File: config.mk
export PLATFORM = sky130hd
export DESIGN_NAME = tlb
export DESIGN_NICKNAME = d
export VERILOG_FILES = /design/src/rtl/tlb_pkg.sv /design/src/rtl/tlb_match.sv /design/src/rtl/tlb.sv
export SDC_FILE = /design/constraint.sdc
export NUM_CORES = 2
export LEC_CHECK = 0
export ABC_AREA = 1
export BUFFER_PORTS_ARGS = -buffer_cell sky130_fd_sc_hd__buf_4
export CAP_MARGIN = 20
export CORE_MARGIN = 4
export CORE_UTILIZATION = 50
export DETAILED_ROUTE_END_ITERATION = 16
export HOLD_SLACK_MARGIN = 0.02
export PLACE_DENSITY = 0.66
export SKIP_LAST_GASP = 1
export SLEW_MARGIN = 0
export SYNTH_ARGS = -nofsm -noshare
export SYNTH_HDL_FRONTEND = slang
export SYNTH_SLANG_ARGS = --single-unit
File: constraint.sdc
create_clock -name clk -period 2.6 [get_ports clk]
set_input_delay 0.26 -clock clk [delete_from_list [all_inputs] [get_ports clk]]
set_output_delay 0.26 -clock clk [all_outputs]
set_load 0.02 [all_outputs]
File: src/rtl/tlb_pkg.sv
// rtl/tlb_pkg.sv - shared widths, entry layout, FSM states and satp modes for the TLB
package tlb_pkg;

  localparam int VPN_W  = 36;
  localparam int PPN_W  = 44;
  localparam int ASID_W = 16;

  localparam logic [3:0] MODE_BARE = 4'd0;
  localparam logic [3:0] MODE_SV39 = 4'd8;
  localparam logic [3:0] MODE_SV48 = 4'd9;

  typedef enum logic [1:0] {
    IDLE = 2'd0,
    WALK = 2'd1,
    RESP = 2'd2
  } tlb_state_e;

  typedef struct packed {
    logic              valid;
    logic [ASID_W-1:0] asid;
    logic [VPN_W-1:0]  vpn;
    logic [PPN_W-1:0]  ppn;
  } tlb_entry_t;

endpackage

File: src/rtl/tlb_match.sv
// rtl/tlb_match.sv - parallel tag compare across all entries; lowest matching index wins
module tlb_match
  import tlb_pkg::*;
#(
  parameter int ENTRIES = 8,
  localparam int IDX_W = $clog2(ENTRIES)
) (
  input  tlb_entry_t [ENTRIES-1:0] entries,
  input  logic [VPN_W-1:0]         vpn,
  input  logic [ASID_W-1:0]        asid,
  output logic                     hit,
  output logic [IDX_W-1:0]         hit_idx
);

  logic [ENTRIES-1:0] match;

  always_comb begin
    match = '0;
    for (int i = 0; i < ENTRIES; i++) begin
      match[i] = entries[i].valid && (entries[i].vpn == vpn) && (entries[i].asid == asid);
    end
  end

  always_comb begin
    hit     = 1'b0;
    hit_idx = '0;
    for (int i = ENTRIES - 1; i >= 0; i--) begin
      if (match[i]) begin
        hit     = 1'b1;
        hit_idx = IDX_W'(i);
      end
    end
  end

endmodule

File: src/rtl/tlb.sv
// rtl/tlb.sv - fully-associative 4 KiB TLB with single outstanding walk
// TLB_ASID_EN: tag entries with satp.asid instead of flushing on any satp change.
module tlb
  import tlb_pkg::*;
#(
  parameter int ENTRIES = 8
) (
  input  logic        clk,
  input  logic        reset,
  input  logic        req_valid,
  input  logic [63:0] req_va,
  input  logic [63:0] satp,
  input  logic [1:0]  mmode,
  input  logic        flush,
  output logic        resp_valid,
  output logic [63:0] resp_pa,
  output logic        resp_fault,
  output logic        ptw_req,
  output logic [63:0] ptw_va,
  input  logic        ptw_valid,
  input  logic [63:0] ptw_pa,
  input  logic        ptw_done
);

  localparam int IDX_W = $clog2(ENTRIES);

  tlb_state_e state_q, state_d;
  logic [63:0] va_q, va_d, cap_pa_q, cap_pa_d, resp_pa_q, resp_pa_d;
  logic cap_q, cap_d, kill_q, kill_d;
  logic resp_valid_q, resp_valid_d, resp_fault_q, resp_fault_d;
  logic [IDX_W-1:0] ptr_q, ptr_d;
  tlb_entry_t [ENTRIES-1:0] entries_q, entries_d;

  logic [3:0] mode;
  logic bypass, active, hit, inval, fill, have_pa;
  logic [IDX_W-1:0] hit_idx;
  logic [63:0] fill_pa;
  logic [ASID_W-1:0] tag_asid;

  assign mode   = satp[63:60];
  assign bypass = (mode == MODE_BARE) || (mmode == 2'b11);
  assign active = (mode == MODE_SV39) || (mode == MODE_SV48);

`ifdef TLB_ASID_EN
  logic unused_satp;
  assign unused_satp = ^satp[43:0];
  assign tag_asid    = satp[59:44];
  assign inval       = flush;
`else
  // Without ASID tagging, any satp change must drop every cached translation.
  logic [63:0] satp_q, satp_d;
  always_comb satp_d = satp;
  always_ff @(posedge clk) begin
    if (reset) satp_q <= '0;
    else       satp_q <= satp_d;
  end
  assign tag_asid = '0;
  assign inval    = flush || (satp != satp_q);
`endif

  tlb_match #(.ENTRIES(ENTRIES)) u_match (
    .entries (entries_q),
    .vpn     (req_va[47:12]),
    .asid    (tag_asid),
    .hit     (hit),
    .hit_idx (hit_idx)
  );

  // A strobe in the done cycle takes precedence over an earlier capture.
  assign have_pa = ptw_valid || cap_q;
  assign fill_pa = ptw_valid ? ptw_pa : cap_pa_q;

  always_comb begin
    state_d      = state_q;
    va_d         = va_q;
    cap_d        = cap_q;
    cap_pa_d     = cap_pa_q;
    kill_d       = kill_q;
    resp_valid_d = 1'b0;
    resp_pa_d    = resp_pa_q;
    resp_fault_d = resp_fault_q;
    fill         = 1'b0;
    case (state_q)
      IDLE: begin
        if (req_valid) begin
          if (bypass) begin
            resp_pa_d    = req_va;
            resp_fault_d = 1'b0;
            resp_valid_d = 1'b1;
            state_d      = RESP;
          end else if (!active) begin
            resp_pa_d    = '0;
            resp_fault_d = 1'b1;
            resp_valid_d = 1'b1;
            state_d      = RESP;
          end else if (hit) begin
            resp_pa_d    = {8'b0, entries_q[hit_idx].ppn, req_va[11:0]};
            resp_fault_d = 1'b0;
            resp_valid_d = 1'b1;
            state_d      = RESP;
          end else begin
            va_d     = req_va;
            cap_d    = 1'b0;
            cap_pa_d = '0;
            kill_d   = 1'b0;
            state_d  = WALK;
          end
        end
      end
      WALK: begin
        if (ptw_valid) begin
          cap_d    = 1'b1;
          cap_pa_d = ptw_pa;
        end
        if (inval) kill_d = 1'b1;
        if (ptw_done) begin
          resp_valid_d = 1'b1;
          state_d      = RESP;
          if (have_pa) begin
            resp_pa_d    = fill_pa;
            resp_fault_d = 1'b0;
            fill         = !(kill_q || inval);
          end else begin
            resp_pa_d    = '0;
            resp_fault_d = 1'b1;
          end
        end
      end
      RESP:    state_d = IDLE;
      default: state_d = IDLE;
    endcase
  end

  always_comb begin
    entries_d = entries_q;
    ptr_d     = ptr_q;
    if (fill) begin
      entries_d[ptr_q] = '{valid: 1'b1, asid: tag_asid, vpn: va_q[47:12], ppn: fill_pa[55:12]};
      ptr_d            = ptr_q + 1'b1;
    end
    if (inval) begin
      for (int i = 0; i < ENTRIES; i++) entries_d[i].valid = 1'b0;
    end
  end

  always_ff @(posedge clk) begin
    if (reset) begin
      state_q      <= IDLE;
      va_q         <= '0;
      cap_q        <= 1'b0;
      cap_pa_q     <= '0;
      kill_q       <= 1'b0;
      resp_valid_q <= 1'b0;
      resp_pa_q    <= '0;
      resp_fault_q <= 1'b0;
      ptr_q        <= '0;
      entries_q    <= '0;
    end else begin
      state_q      <= state_d;
      va_q         <= va_d;
      cap_q        <= cap_d;
      cap_pa_q     <= cap_pa_d;
      kill_q       <= kill_d;
      resp_valid_q <= resp_valid_d;
      resp_pa_q    <= resp_pa_d;
      resp_fault_q <= resp_fault_d;
      ptr_q        <= ptr_d;
      entries_q    <= entries_d;
    end
  end

  assign resp_valid = resp_valid_q;
  assign resp_pa    = resp_pa_q;
  assign resp_fault = resp_fault_q;
  assign ptw_req    = (state_q == WALK);
  assign ptw_va     = va_q;

endmodule

======== Word-level counts from Yosys, hierarchy flattened ========
Cells that the tools add are included.
storage, ports and cells
  register bits ........................... 1041
  word-level logic and storage cells ...... 174
operators by class
  eq/ne operators ......................... 21
  bitwise gates (word level) .............. 2
  reductions and logical operators ........ 41
  muxes and demuxes ....................... 64
  magnitude comparators ................... 3
  add/sub/neg operators ................... 1
operators with widths
  operator                                                     number
  bitwise mux 776 bit                                          1
  2-to-1 mux 64 bit                                            11
  binary-select mux 97 bit (select 3 bit)                      1
  demux 97 bit (select 3 bit)                                  1
  equality test 36 bit                                         8
  case mux 64 bit (2 select lines)                             2
  logical NOT 16 bit                                           8
  2-to-1 mux 97 bit                                            1
  != test 64 bit                                               1
  2-to-1 mux 44 bit                                            1
  2-to-1 mux 1 bit                                             28
  2-to-1 mux 3 bit                                             8
  logical AND 1 bit                                            17
  AND reduction 6 bit                                          2
  2-to-1 mux 2 bit                                             5
  AND reduction 5 bit                                          2
  equality test 4 bit (second input constant)                  2
  less-than comparator 3 x 4 -> 1 bit (second input constant)  2
  != test 2 bit (second input constant)                        4
  case mux 1 bit (2 select lines)                              4
  != test 2 x 1 -> 1 bit (second input constant)               3
  logical OR 1 bit                                             5
  logical NOT 4 bit                                            1
  != test 4 bit (second input constant)                        1
  12 further kinds                                             13

======== Longest topological paths before layout ========
  word-level depth ........................ 18
  mapped depth ............................ 27
  gate-level depth less buffers ........... 24

======== Cells and area by module ========
A second synthesis with hierarchy kept.
second synthesis, totals
  cell total of the unflattened synthesis .. 8246
  area, all modules ....................... 50752.4 um^2
modules (own cells, without submodules)
  module     area an instance (um^2)  instances  cells each
  tlb        44759.2                  1          7029
  tlb_match  5993.2                   1          1217

======== Least setup slack after synthesis ========
Ideal clock, no wire load.
  path kind ............................... input to register
  start ................................... input port req_va[44]
  end ..................................... register resp_pa_q[53], in the netlist resp_pa[53]
  setup time .............................. 0.119 ns
  path buffers ............................ 3
  stages .................................. 17
  arrival ................................. 2.260 ns
  path slack .............................. 0.220 ns
  cell sequence ........................... buf_4 > xnor2_1 > nand3_1 > nor4_2 > nand4_2 > nand2_2 > nor2_4 > nand2_4 > inv_2 > buf_4 > buf_2 > nand2_1 > nand3_1 > nand3_1 > nand2_1 > nand2_1 > a21oi_1
on the way
  cells in the longest elaborated chain, start to end .. 18
  elaborated cells between the ends (all ways) .. 49
ends and longest elaborated chain
  what                                     line             source
  from (decl)                              tlb.sv:11        input logic [63:0] req_va,
  equality test 36 bit                     tlb_match.sv:20  match[i] = entries[i].valid && (entries[i].vpn == vpn) && (entries[i].asid == asid);
  logical AND 1 bit (2 in series)          tlb_match.sv:20
  2-to-1 mux 3 bit (8 in series)           tlb_match.sv:28  if (match[i]) begin
  binary-select mux 97 bit (select 3 bit)  tlb.sv:97        resp_pa_d = {8'b0, entries_q[hit_idx].ppn, req_va[11:0]};
  2-to-1 mux 44 bit (not written as such)  tlb.sv:97
  2-to-1 mux 64 bit                        tlb.sv:96        end else if (hit) begin
  2-to-1 mux 64 bit                        tlb.sv:91        end else if (!active) begin
  2-to-1 mux 64 bit                        tlb.sv:86        if (bypass) begin
  2-to-1 mux 64 bit                        tlb.sv:85        if (req_valid) begin
  case mux 64 bit (2 select lines)         tlb.sv:83        case (state_q)
  to (signal assigned)                     tlb.sv:165       resp_pa_q <= resp_pa_d;
  to (decl)                                tlb.sv:28        logic [63:0] va_q, va_d, cap_pa_q, cap_pa_d, resp_pa_q, resp_pa_d;
Parallel ways exist; a longest one is shown, timed or not. The select of a mux whose other input is x is not followed.
A chain may end at the register's enable or synchronous reset.

======== Worst setup path after layout ========
  start ................................... register entries_q[242] (netlist bit)
  end ..................................... register resp_pa_q[37], in the netlist resp_pa[37]
on the way
  cells in the longest elaborated chain, start to end .. 13
  elaborated cells between the ends (all ways) .. 18
ends and longest elaborated chain
  what                                     line             source
  from (decl)                              tlb.sv:32        tlb_entry_t [ENTRIES-1:0] entries_q, entries_d;
  from (signal assigned)                   tlb.sv:168       entries_q <= entries_d;
  equality test 36 bit (*)                 tlb_match.sv:20
  logical AND 1 bit (*) (2 in series)      tlb_match.sv:20
  2-to-1 mux 3 bit (3 in series)           tlb_match.sv:28
  binary-select mux 97 bit (select 3 bit)  tlb.sv:97
  2-to-1 mux 44 bit (not written as such)  tlb.sv:97
  2-to-1 mux 64 bit                        tlb.sv:96
  2-to-1 mux 64 bit                        tlb.sv:91
  2-to-1 mux 64 bit                        tlb.sv:86
  2-to-1 mux 64 bit                        tlb.sv:85
  case mux 64 bit (2 select lines)         tlb.sv:83
Mark *: on every way between the ends. The rest lies on a longest branch, timed or not. The select of a mux whose other input is x is not followed.

==> reports/qor_table.md <==
| Item | This run | Unit |
| --- | --- | --- |
| Area delta synth->final | 45.2 | % |
| Number of cell instances on the worst register-to-register path | 22 | - |
| Delay contributed by the slowest stage of the critical path | 0.33 | ns |
| Number of port buffers | 330 | - |
| Insertion delay to the later sink of the worst-skew pair | 0.72 | ns |
| Initial Utilization | 0.505 | - |
| Startpoint of the worst register-to-register path | entries_q[242] | - |
| Result of the run | complete, but fails checks | - |
| Worst path most repeated cell | nand2_1 | - |
| Max Buffers Root-to-Sink | 3 | - |
| Detailed Routing Iterations Pass 1 | 7 | - |
| Static leakage | 28.7 | nW |
| Final setup margin | -0.467 | ns |
| Placed cell count | 8914 | - |
| Core box area | 90100 | um2 |
| Max Used Layer | met5 | - |
| Proportion of layout cells with a drive suffix above 1 | 0.250 | - |
| Cell at the root of the clock tree | clkbuf_16 | - |
| Total GRT Usage | 0.431 | - |
| Clock transition at path regs | 0.06 | ns |
| Final design instance area without fill | 66100 | um2 |
| Final Critical Period | 3.07 | ns |
| IO Count | 331 | - |
| RSZ-0062 raised after global routing | true | - |
| Filler cell count | 7018 | - |
| Power per cell area | 515 | nW/um2 |
| Critical path data required time | 3.25 | ns |
| Largest net degree at the start of global routing | 96 | - |
| Sequential share of the synthesized area | 0.401 | - |
| Met2 routed wirelength | 101000 | um |
| Worst-margin pin slew | 1.00 | ns |
| Maximum fanout along the worst path | 9 | - |
| End point of the critical path | resp_pa[37] | - |
| Share of the synthesized area in compound gates (AO/OA/AOI/OAI) | 0.206 | - |
| Violated checks | negative setup slack | - |
| Post-synth EDFFs | 0 | - |
| Maximum vdd ir drop | 529 | uV |
| Highest clock frequency the design can meet | 326 | MHz |
| Async set or reset register ratio after synthesis | 0 | - |
| Instance area after placement | 56100 | um2 |
| Worst setup path start | entries_q[242] | - |
| Die width | 310 | um |
| Die height | 310 | um |
| Post-route DRC | 0 | - |
| Critical path depth | 22 | - |
| Class of the worst hold path | primary input to flop | - |
| Clk_skew | 0.0508 | ns |
| Htree depth | 3 | - |
| RD Place Congestion | 1.09 | - |
| Setup violations, final | 842 | - |
| Final HPWL DP | 142000 | um |
| Global-route wire length before repair | 313000 | um |
| Critical R2R Capture | resp_pa[37] | - |
| Adder and majority cell fraction of the synthesized area | 0.000275 | - |
| Number of hold violations in the final report | 0 | - |
| Total Power Consumption | 34.1 | mW |
| Nets@finish | 8323 | - |
| Most used flip-flop cell after synthesis | dfxtp_1 | - |
| Critical Setup Path Class | flop to flop | - |
| Initial antenna violation count | 12 | - |
| CTS Buf Count | 100 | - |
| Flop and latch count out of synthesis | 913 | - |
| Final TNS setup | -198.65 | ns |
| DRT antenna net count | 0 | - |
| Via count of the first global-routing pass | 51019 | - |
| Mux cell area share after synthesis | 0.00967 | - |
| CP startpoint kind | flop | - |
| Net Count, Synth | 7078 | - |
| Die outline area | 96000 | um2 |
| Via Count | 55640 | - |
| Non-filler cells in the finished layout | 9384 | - |
| Number of DRC markers in iteration 0 | 7551 | - |
| Num Clock Sinks | 913 | - |
| Simple-gate area share of the yosys netlist | 0.246 | - |
| Main combinational cell family by area after synthesis | simple AND/OR/NAND/NOR gates | - |
| Total Wirelength | 234000 | um |
| Global route total overflow | 0 | - |
| Post-Place Setup Slack | -0.736 | ns |
| Avg WL per Cell | 24.9 | um |
| Critical path data arrival time | 3.71 | ns |
| Flop2flop setup slack | -0.47 | ns |
| Clock tree from TritonCTS | built | - |
| Final hold slack | 0.0372 | ns |
| Max stage delay cell, worst path | dfxtp_1 | - |
| Worst setup EP type | flop | - |
| Count of max-cap constraint violations | 0 | - |
| Yosys warning total | 0 | - |
| Vias per inst | 5.93 | - |
| Final critical-path share of the clock period | 1.18 | - |
| Number of rows in the core area | 110 | - |
| XOR/XNOR share of the synthesized area | 0.0150 | - |
| Routed length on met1 | 85500 | um |
| Netlist Area Pre-Place | 45600 | um2 |
| Buffers plus inverters on the worst setup path | 6 | - |
| Family with the most delay on the worst path | simple AND/OR/NAND/NOR gates | - |
| Final number of max-transition violations | 0 | - |
| Number of instances in the synthesized netlist | 6877 | - |
| WL met3 | 28100 | um |
| Tightest slew margin relative to the limit | 0.329 | - |
| Mapped Avg Cell Area | 6.62 | um2 |
| Final Util | 0.734 | - |
| Library cells used by synthesis | 53 | - |
| Worst-path cell chain | inv_1 > nand2_1 > nand4_1 > nor2_1 > nand4_1 > nand3b_1 > buf_6 > nand2_4 > nand2_8 > nand2_8 > buf_12 > buf_4 > buf_12 > buf_16 > nand2_1 > nand2_1 > nand2_1 > nand3_1 > nand3_1 > nand2_1 > nand2_1 > a21oi_2 | - |
[metal layers]
metal,up-vias,global-route usage
met2,3741,0.685
met4,6,0.245
met1,25836,0.549
met3,1117,0.0861
li1,24940,-
met5,-,0
[worst register-to-register path: cells and delay by family, from the launching register on]
family / cells / cell delay [ns]
and+or+nand+nor: 15 / 1.78
buffers and inverters: 6 / 0.74
DFF: 1 / 0.33
AOI/OAI and AO/OA: 1 / 0.16
[cell type report]
type	instances	area, um2	share of cell area
multi-input cells	4596	23400	0.353
flip-flops and latches	913	18300	0.277
repair buffers	1588	16000	0.242
inverters	923	3510	0.0530
clock buffers	147	2950	0.0446
well taps	1176	1470	0.0222
clock inverters	36	497	0.00751
diodes	5	12.5	0.000189
[registers in the layout (all words and copies together) (netlist names)]
name        cells
state_q         2
resp_pa        64
cap_pa_q       64
ptr_q           3
ptw_va         64
entries_q     648
resp_fault      1
kill_q          1
satp_q         64
cap_q           1
resp_valid      1
[where the power goes]
group,internal (mW),switching (mW)
clock network,8.77,6.42
logic,1.77,2.65
registers,14.2,0.249
[layout by cell type, fill, tap and decap left out, types with 101 or more instances in the layout]
cell,count
nand2_1,1341
buf_4,1201
dfxtp_1,901
inv_1,879
a21oi_1,782
o21ai_0,690
nor2_1,456
nand3_1,376
buf_12,135
o21ai_1,128
clkbuf_16,128
nand4_1,105
dlygate4sd3_1,101
[synthesized netlist by cell type (3+ instances only)]
master        n  area share
nor4b_1       3     0.00058
nand2_1    1439        0.12
buf_4        38      0.0063
nor2_1      489       0.040
a211oi_1      5     0.00082
a21oi_1     825       0.091
clkbuf_1    244       0.020
a31oi_1      44      0.0060
dfxtp_1     913        0.40
nand2_4       3     0.00074
inv_2        30      0.0025
xor2_1       53       0.010
nand3_1     412       0.045
a221oi_1      8      0.0015
o2111ai_1     8      0.0015
buf_1         5     0.00041
nand3_2       6      0.0013
mux2i_1      44      0.0097
clkinv_1      3     0.00025
and3_1        5     0.00069
buf_2       140       0.015
nand3b_1     10      0.0016
o32ai_1       8      0.0015
and2_1        4     0.00055
o21ai_1      72      0.0079
buf_6        10      0.0025
nand4_1     105       0.014
clkbuf_2      7     0.00077
o21ai_0     829       0.091
nand2_2       4     0.00055
nor3b_1      24      0.0040
inv_1       889       0.073
xnor2_1      25      0.0048
nor4_1       51      0.0070
nor3_1       77      0.0085
o22ai_1      25      0.0034
[worst min path at each step]
stage / start / endpoint / slack (ns) / cells past startpoint
after CTS: ptw_pa[63] / cap_pa_q[63] / 0.02 / 5
after floorplan: satp[16] / satp_q[16] / 0.37 / 2
after detailed placement: entries_q[24] / entries_q[24] / 0.43 / 2
final: reset / resp_pa[6] / 0.04 / 4
after global placement: entries_q[602] / entries_q[602] / 0.43 / 2
after global routing: req_va[15] / ptw_va[15] / 0.05 / 3
[what timing repair did]
item,4_1_cts,5_1_grt
endpoints found under the hold margin,116,0
gates resized for setup,413,327
pin swaps,138,64
buffers inserted,69,28
setup endpoints to repair,844,846
hold buffers,101,0
gates cloned,57,43
[cell families (layout without fill, tap and decap cells)]
kind of cell,count (synthesis),count (layout)
XOR/XNOR,78,78
buffers and inverters,1368,2694
flip-flops,913,913
AO/OA/AOI/OAI,1833,1833
adder cells (fa/ha/maj),1,1
other,0,5
multiplexers,44,44
AND/OR/NAND/NOR,2640,2640
Power figures use the tool's default switching activity.
